File: src/rtl/vga_timing_gen_if.sv
// Raster timing bundle from vga_timing_gen to the pixel/text renderers.
// The master drives coordinates, syncs and strobes; renderers attach as slaves.
interface vga_timing_gen_if #(
   parameter int CNT_W = 10,
   parameter int FRM_W = 8
);
   logic             pix_en;
   logic             hsync;
   logic             vsync;
   logic             valid;
   logic [CNT_W-1:0] h_cnt;
   logic [CNT_W-1:0] v_cnt;
   logic             line_start;
   logic             frame_start;
   logic [FRM_W-1:0] frame_cnt;

   modport master (
      output pix_en, hsync, vsync, valid, h_cnt, v_cnt,
             line_start, frame_start, frame_cnt
   );

   modport slave (
      input  pix_en, hsync, vsync, valid, h_cnt, v_cnt,
             line_start, frame_start, frame_cnt
   );
endinterface

File: src/rtl/vga_timing_gen.sv
// Parametrised VGA raster timing generator driven by a pixel-enable strobe.
// Optional macro VGA_BORDER_BLANK_EN adds parameter BORDER that blanks a frame around the active area.
module vga_timing_gen #(
   parameter int CLK_DIV  = 4,
   parameter int H_ACTIVE = 640,
   parameter int H_FP     = 16,
   parameter int H_SYNC   = 96,
   parameter int H_BP     = 48,
   parameter int V_ACTIVE = 480,
   parameter int V_FP     = 10,
   parameter int V_SYNC   = 2,
   parameter int V_BP     = 33,
   parameter int SYNC_POL = 0,
`ifdef VGA_BORDER_BLANK_EN
   parameter int BORDER   = 0,
`endif
   parameter int CNT_W    = 10,
   parameter int FRM_W    = 8
) (
   input  logic               clk,
   input  logic               rst,
   vga_timing_gen_if.master   vga_o
);
   localparam int H_TOTAL = H_ACTIVE + H_FP + H_SYNC + H_BP;
   localparam int V_TOTAL = V_ACTIVE + V_FP + V_SYNC + V_BP;
   localparam int DIV_W   = (CLK_DIV > 1) ? $clog2(CLK_DIV) : 1;

   localparam logic [DIV_W-1:0] DIV_LAST = DIV_W'(CLK_DIV - 1);
   localparam logic [CNT_W-1:0] H_LAST   = CNT_W'(H_TOTAL - 1);
   localparam logic [CNT_W-1:0] V_LAST   = CNT_W'(V_TOTAL - 1);
   localparam logic             SYNC_ACT = 1'(SYNC_POL);

   logic [DIV_W-1:0] div_q, div_d;
   logic             pix_en_q, pix_en_d;
   logic [CNT_W-1:0] hc_q, hc_d, vc_q, vc_d;
   logic [CNT_W-1:0] h_cnt_q, v_cnt_q;
   logic             valid_q, valid_d;
   logic             hsync_q, hsync_d, vsync_q, vsync_d;
   logic             line_start_q, line_start_d;
   logic             frame_start_q, frame_start_d;
   logic [FRM_W-1:0] frame_cnt_q, frame_cnt_d;
   logic             seen_frm_q, seen_frm_d;

   // Window compares run at 32 bits so a sync end equal to 2**CNT_W cannot alias to 0.
   logic [31:0] hc_w, vc_w;
   assign hc_w = 32'(hc_q);
   assign vc_w = 32'(vc_q);

   always_comb begin
      div_d         = (div_q == DIV_LAST) ? '0 : div_q + 1'b1;
      pix_en_d      = (div_d == DIV_LAST);
      hc_d          = hc_q;
      vc_d          = vc_q;
      valid_d       = valid_q;
      hsync_d       = hsync_q;
      vsync_d       = vsync_q;
      line_start_d  = 1'b0;
      frame_start_d = 1'b0;
      frame_cnt_d   = frame_cnt_q;
      seen_frm_d    = seen_frm_q;
      if (pix_en_q) begin
         if (hc_q == H_LAST) begin
            hc_d = '0;
            vc_d = (vc_q == V_LAST) ? '0 : vc_q + 1'b1;
         end else begin
            hc_d = hc_q + 1'b1;
         end
         valid_d = (hc_w < 32'(H_ACTIVE)) && (vc_w < 32'(V_ACTIVE));
`ifdef VGA_BORDER_BLANK_EN
         valid_d = valid_d && (hc_w >= 32'(BORDER)) && (hc_w < 32'(H_ACTIVE - BORDER))
                           && (vc_w >= 32'(BORDER)) && (vc_w < 32'(V_ACTIVE - BORDER));
`endif
         hsync_d = ((hc_w >= 32'(H_ACTIVE + H_FP)) && (hc_w < 32'(H_ACTIVE + H_FP + H_SYNC)))
                   ? SYNC_ACT : ~SYNC_ACT;
         vsync_d = ((vc_w >= 32'(V_ACTIVE + V_FP)) && (vc_w < 32'(V_ACTIVE + V_FP + V_SYNC)))
                   ? SYNC_ACT : ~SYNC_ACT;
         line_start_d  = (hc_q == '0);
         frame_start_d = (hc_q == '0) && (vc_q == '0);
         // The frame presented right after reset is frame 0, so it does not count.
         if (frame_start_d) begin
            seen_frm_d = 1'b1;
            if (seen_frm_q) frame_cnt_d = frame_cnt_q + 1'b1;
         end
      end
   end

   always_ff @(posedge clk or posedge rst) begin
      if (rst) begin
         div_q         <= '0;
         pix_en_q      <= 1'b0;
         hc_q          <= '0;
         vc_q          <= '0;
         h_cnt_q       <= '0;
         v_cnt_q       <= '0;
         valid_q       <= 1'b0;
         hsync_q       <= ~SYNC_ACT;
         vsync_q       <= ~SYNC_ACT;
         line_start_q  <= 1'b0;
         frame_start_q <= 1'b0;
         frame_cnt_q   <= '0;
         seen_frm_q    <= 1'b0;
      end else begin
         div_q         <= div_d;
         pix_en_q      <= pix_en_d;
         hc_q          <= hc_d;
         vc_q          <= vc_d;
         if (pix_en_q) begin
            h_cnt_q <= hc_q;
            v_cnt_q <= vc_q;
         end
         valid_q       <= valid_d;
         hsync_q       <= hsync_d;
         vsync_q       <= vsync_d;
         line_start_q  <= line_start_d;
         frame_start_q <= frame_start_d;
         frame_cnt_q   <= frame_cnt_d;
         seen_frm_q    <= seen_frm_d;
      end
   end

   assign vga_o.pix_en      = pix_en_q;
   assign vga_o.hsync       = hsync_q;
   assign vga_o.vsync       = vsync_q;
   assign vga_o.valid       = valid_q;
   assign vga_o.h_cnt       = h_cnt_q;
   assign vga_o.v_cnt       = v_cnt_q;
   assign vga_o.line_start  = line_start_q;
   assign vga_o.frame_start = frame_start_q;
   assign vga_o.frame_cnt   = frame_cnt_q;
endmodule

File: src/flat_wrapper.sv
// flat-port wrapper written by rule: the top's interface ports become plain ports
module vga_timing_gen_flat 
#(
   parameter int CLK_DIV  = 4,
   parameter int H_ACTIVE = 640,
   parameter int H_FP     = 16,
   parameter int H_SYNC   = 96,
   parameter int H_BP     = 48,
   parameter int V_ACTIVE = 480,
   parameter int V_FP     = 10,
   parameter int V_SYNC   = 2,
   parameter int V_BP     = 33,
   parameter int SYNC_POL = 0,

   parameter int CNT_W    = 10,
   parameter int FRM_W    = 8
)
  (clk, rst, vga_o_pix_en, vga_o_hsync, vga_o_vsync, vga_o_valid, vga_o_h_cnt, vga_o_v_cnt, vga_o_line_start, vga_o_frame_start, vga_o_frame_cnt);
  vga_timing_gen_if #(.CNT_W(CNT_W), .FRM_W(FRM_W)) vga_o_i ();
  input  logic clk;
  input  logic rst;
  output wire logic [$bits(vga_o_i.pix_en)-1:0] vga_o_pix_en;
  output wire logic [$bits(vga_o_i.hsync)-1:0] vga_o_hsync;
  output wire logic [$bits(vga_o_i.vsync)-1:0] vga_o_vsync;
  output wire logic [$bits(vga_o_i.valid)-1:0] vga_o_valid;
  output wire logic [$bits(vga_o_i.h_cnt)-1:0] vga_o_h_cnt;
  output wire logic [$bits(vga_o_i.v_cnt)-1:0] vga_o_v_cnt;
  output wire logic [$bits(vga_o_i.line_start)-1:0] vga_o_line_start;
  output wire logic [$bits(vga_o_i.frame_start)-1:0] vga_o_frame_start;
  output wire logic [$bits(vga_o_i.frame_cnt)-1:0] vga_o_frame_cnt;
  assign vga_o_pix_en = vga_o_i.pix_en;
  assign vga_o_hsync = vga_o_i.hsync;
  assign vga_o_vsync = vga_o_i.vsync;
  assign vga_o_valid = vga_o_i.valid;
  assign vga_o_h_cnt = vga_o_i.h_cnt;
  assign vga_o_v_cnt = vga_o_i.v_cnt;
  assign vga_o_line_start = vga_o_i.line_start;
  assign vga_o_frame_start = vga_o_i.frame_start;
  assign vga_o_frame_cnt = vga_o_i.frame_cnt;
  vga_timing_gen #(.CLK_DIV(CLK_DIV), .H_ACTIVE(H_ACTIVE), .H_FP(H_FP), .H_SYNC(H_SYNC), .H_BP(H_BP), .V_ACTIVE(V_ACTIVE), .V_FP(V_FP), .V_SYNC(V_SYNC), .V_BP(V_BP), .SYNC_POL(SYNC_POL), .CNT_W(CNT_W), .FRM_W(FRM_W)) u_core (.clk(clk), .rst(rst), .vga_o(vga_o_i));
endmodule
File: config.mk
export PLATFORM = sky130hd
export DESIGN_NAME = vga_timing_gen_flat
export DESIGN_NICKNAME = d
export VERILOG_FILES = /design/src/rtl/vga_timing_gen_if.sv /design/src/rtl/vga_timing_gen.sv /design/src/flat_wrapper.sv
export SDC_FILE = /design/constraint.sdc
export NUM_CORES = 1
export LEC_CHECK = 0
export BUFFER_PORTS_ARGS = -buffer_cell sky130_fd_sc_hd__buf_2
export CAP_MARGIN = 15
export CORE_ASPECT_RATIO = 1.1
export CORE_UTILIZATION = 35
export DETAILED_ROUTE_END_ITERATION = 10
export PLACE_DENSITY = 0.64
export SETUP_SLACK_MARGIN = 0.02
export SLEW_MARGIN = 20
export SYNTH_ARGS = -nofsm -noshare
export SYNTH_HDL_FRONTEND = slang
export SYNTH_SLANG_ARGS = --single-unit
File: constraint.sdc
create_clock -name clk -period 3.4 [get_ports clk]
set_input_delay 0.34 -clock clk [delete_from_list [all_inputs] [get_ports clk]]
set_output_delay 0.34 -clock clk [all_outputs]
set_load 0.01 [all_outputs]
==> run metrics <==
final setup violation count=0; P&R area growth vs syn=17.6%; failing checks=design-rule violations; antenna viol nets, final=0; critical path type=reg -> reg; critical path required time=around 3.7 ns; Top Family by Delay on Critical Path=simple AND/OR/NAND/NOR gates; ranking of synthesized cells by area=dfrtp_1 (53%), mux2_2 (9.1%), xor2_1 (4.0%); pre-CTS setup slack=approximately 1.3 ns; status=finished, violations left; buffers plus inverters on the worst setup path=0; Starting Density=around 37%; top cell type's share of synthesized area=between 50% and 60%; post-route setup slack=1.28 ns; syn_nets=around 240; total track usage=between 10 and 15%; cell accounting for the most synthesized area=dfrtp_1; Setup TNS Final=0 ns; first-pass GRT wire length=8620 µm; Iter 0 DRT Violations=roughly 110; n_diodes=0; Post-CTS Repair Setup Buffers=0; R2R setup slack=approximately 1.3 ns; clock-pin transition on the worst setup and hold timing paths=around 0.07 ns; Post-synth EDFFs=0; most used cell, CP=or4_1; synthesized flop and latch total=57; Peak Freq=471 MHz; CP arrival=around 2.4 ns; clk_skew=0.00964 ns; type of the worst min-delay path=in -> async; RSZ-0062 raised after global routing=false; Max clock buf depth=2; critical path's largest stage delay=roughly 0.72 ns; TritonCTS clock tree=done; mean area per synthesized cell=around 11 µm²; Setup crit end kind=register; CTS Buf Count=9; asr flop ratio synth=100%; Die Y=~90 µm; Critical Path Source Type=register; hold-fix buffers at CTS=0; vias per cell=5.18; die area=7780 µm²; Final min period=between 2 and 2.5 ns; drt pass-1 iters=7; Post-Syn Area=approximately 2600 µm²; drt total wl=5090 µm; drc violations=5; crit-path cells=nand2_1 > or4_1 > or4_1 > nand3_1; global placement routability congestion=0.889; max-slew violation count=0; Slew headroom=a little under half; number of global-route vias before repair=~1800; Synth Flop Type=dfrtp_1; HPWL Detailed=3450 µm; nets=roughly 280; largest net degree at the start of global routing=39; Cell Pwr Density=423 nW/µm²; core footprint=about 7000 µm²; Worst-Skew Late Latency=between 0.3 and 0.4 ns; top-count cell post-synth=dfrtp_1; I/O pins=36; Seq/Total Area, Yosys=between 50% and 60%; Synth Instances=about 240; Slew @ Worst Pin=~0.78 ns; Pleak=between 1.5 and 2 nW; CP max stage cell=dfrtp_1; fin crit share=approximately 62%; Sink Count=57; initial antenna violation count=0; CTS resizes=0; final hold violation count=0; Commonest cells post-synth=dfrtp_1 (55), mux2_2 (21), nand2_1 (17); worst vdd ir=0.223 mV; vias post-DR=approximately 1900; Max-Cap Viols=0; Worst Path Max Fanout=17; Die X=84.2 µm; I/O Buffers=35; Distinct cells, synth=36; wire length per cell=approximately 14 µm; Yosys warning count=0; CTS root buf=clkbuf_8; fraction of layout cells with a size suffix above 1=approximately 29%; row cnt=32; H-tree Lvls=3; GRT overflow=0
layer usage:
| layer | GRT usage (%) | up-vias | routed length [µm] |
|---|---|---|---|
| li1 | - | 905 | - |
| met3 | 4.55 | 6 | 292 |
| met4 | 7.61 | 0 | 63 |
| met1 | 19.3 | 918 | 2440 |
| met2 | 20.8 | 58 | 2290 |
| met5 | 0 | - | 0 |
power breakdown:
group          internal (mW)  switching, mW
sequential             0.678              0
clock                  0.342          0.259
combinational        0.00126         0.0129
total                   1.02          0.272
sequential cells by signal, indices dropped and copies added, names as in the netlist:
| name | cells |
|---|---|
| u_core.vga_o.frame_cnt | 8 |
| u_core.vga_o.line_start | 1 |
| u_core.vga_o.h_cnt | 10 |
| u_core.vga_o.pix_en | 1 |
| u_core.div_q | 2 |
| u_core.vc_q | 10 |
| u_core.vga_o.vsync | 1 |
| u_core.vga_o.valid | 1 |
| u_core.vga_o.frame_start | 1 |
| u_core.hc_q | 10 |
| u_core.seen_frm_q | 1 |
| u_core.vga_o.hsync | 1 |
| u_core.vga_o.v_cnt | 10 |
cell type report:
| cell class | count | area [µm²] |
|---|---|---|
| clock inverter | 2 | 10.0 |
| timing repair buffer | 39 | 205 |
| inverter | 13 | 48.8 |
| tap | 85 | 106 |
| fill | 687 | 4030 |
| sequential | 57 | 1430 |
| clock buffer | 14 | 183 |
| multi-input combinational | 154 | 1070 |
cells by family after synthesis:
logic type / count (synthesis) / synth area share, %
flip-flops: 57 / 55.0
buffers and inverters: 24 / 3.71
AND/OR/NAND/NOR: 85 / 17.9
adder cells (fa/ha/maj): 7 / 3.37
AO/OA/AOI/OAI: 24 / 5.25
XOR/XNOR: 16 / 5.39
multiplexers: 22 / 9.48
cells in the final DEF, fill, tap and decap left out, types with 5 or more instances in the layout:
cell | Yosys | routed
nor2_1 | 14 | 14
o21ai_0 | 13 | 13
nand4_1 | 6 | 6
buf_2 | 5 | 35
inv_1 | 13 | 12
nand3_1 | 13 | 13
nor4_1 | 5 | 5
ha_1 | 7 | 7
nor3_1 | 8 | 8
mux2_2 | 21 | 21
xor2_1 | 12 | 12
nand2_1 | 17 | 17
clkbuf_8 | 0 | 13
dfrtp_1 | 55 | 55
per-stage QoR:
step / instance area [µm²] / hold slack (ns) / util [%] / instances / power (mW)
final: 3060 / 0.150 / 43.1 / 364 / 1.29
after global routing: 3060 / 0.219 / 43.1 / 364 / 1.35
after CTS: 3060 / 0.182 / 43.1 / 364 / 1.31
after detailed placement: 2860 / 0.439 / 40.4 / 348 / 0.706
after global placement: 2860 / 0.433 / 40.4 / 348 / 0.706
after floorplan: 2600 / 0.422 / - / 235 / 0.701
path summary, 6_finish.rpt:
| path | depth (start not counted) | to | startpoint |
|---|---|---|---|
| setup / recovery | 4 | u_core.vc_q[7] | u_core.vga_o.pix_en |
| hold / removal | 2 | u_core.vga_o.v_cnt[5] | rst |
| setup reg to reg | 4 | u_core.vc_q[7] | u_core.vga_o.pix_en |
| hold reg to reg | 1 | u_core.div_q[0] | u_core.div_q[0] |
| max in group asynchronous | 3 | u_core.vga_o.h_cnt[3] | rst |
| min in group clk | 1 | u_core.div_q[0] | u_core.div_q[0] |
No activity file was read; power rests on OpenSTA's default activity.
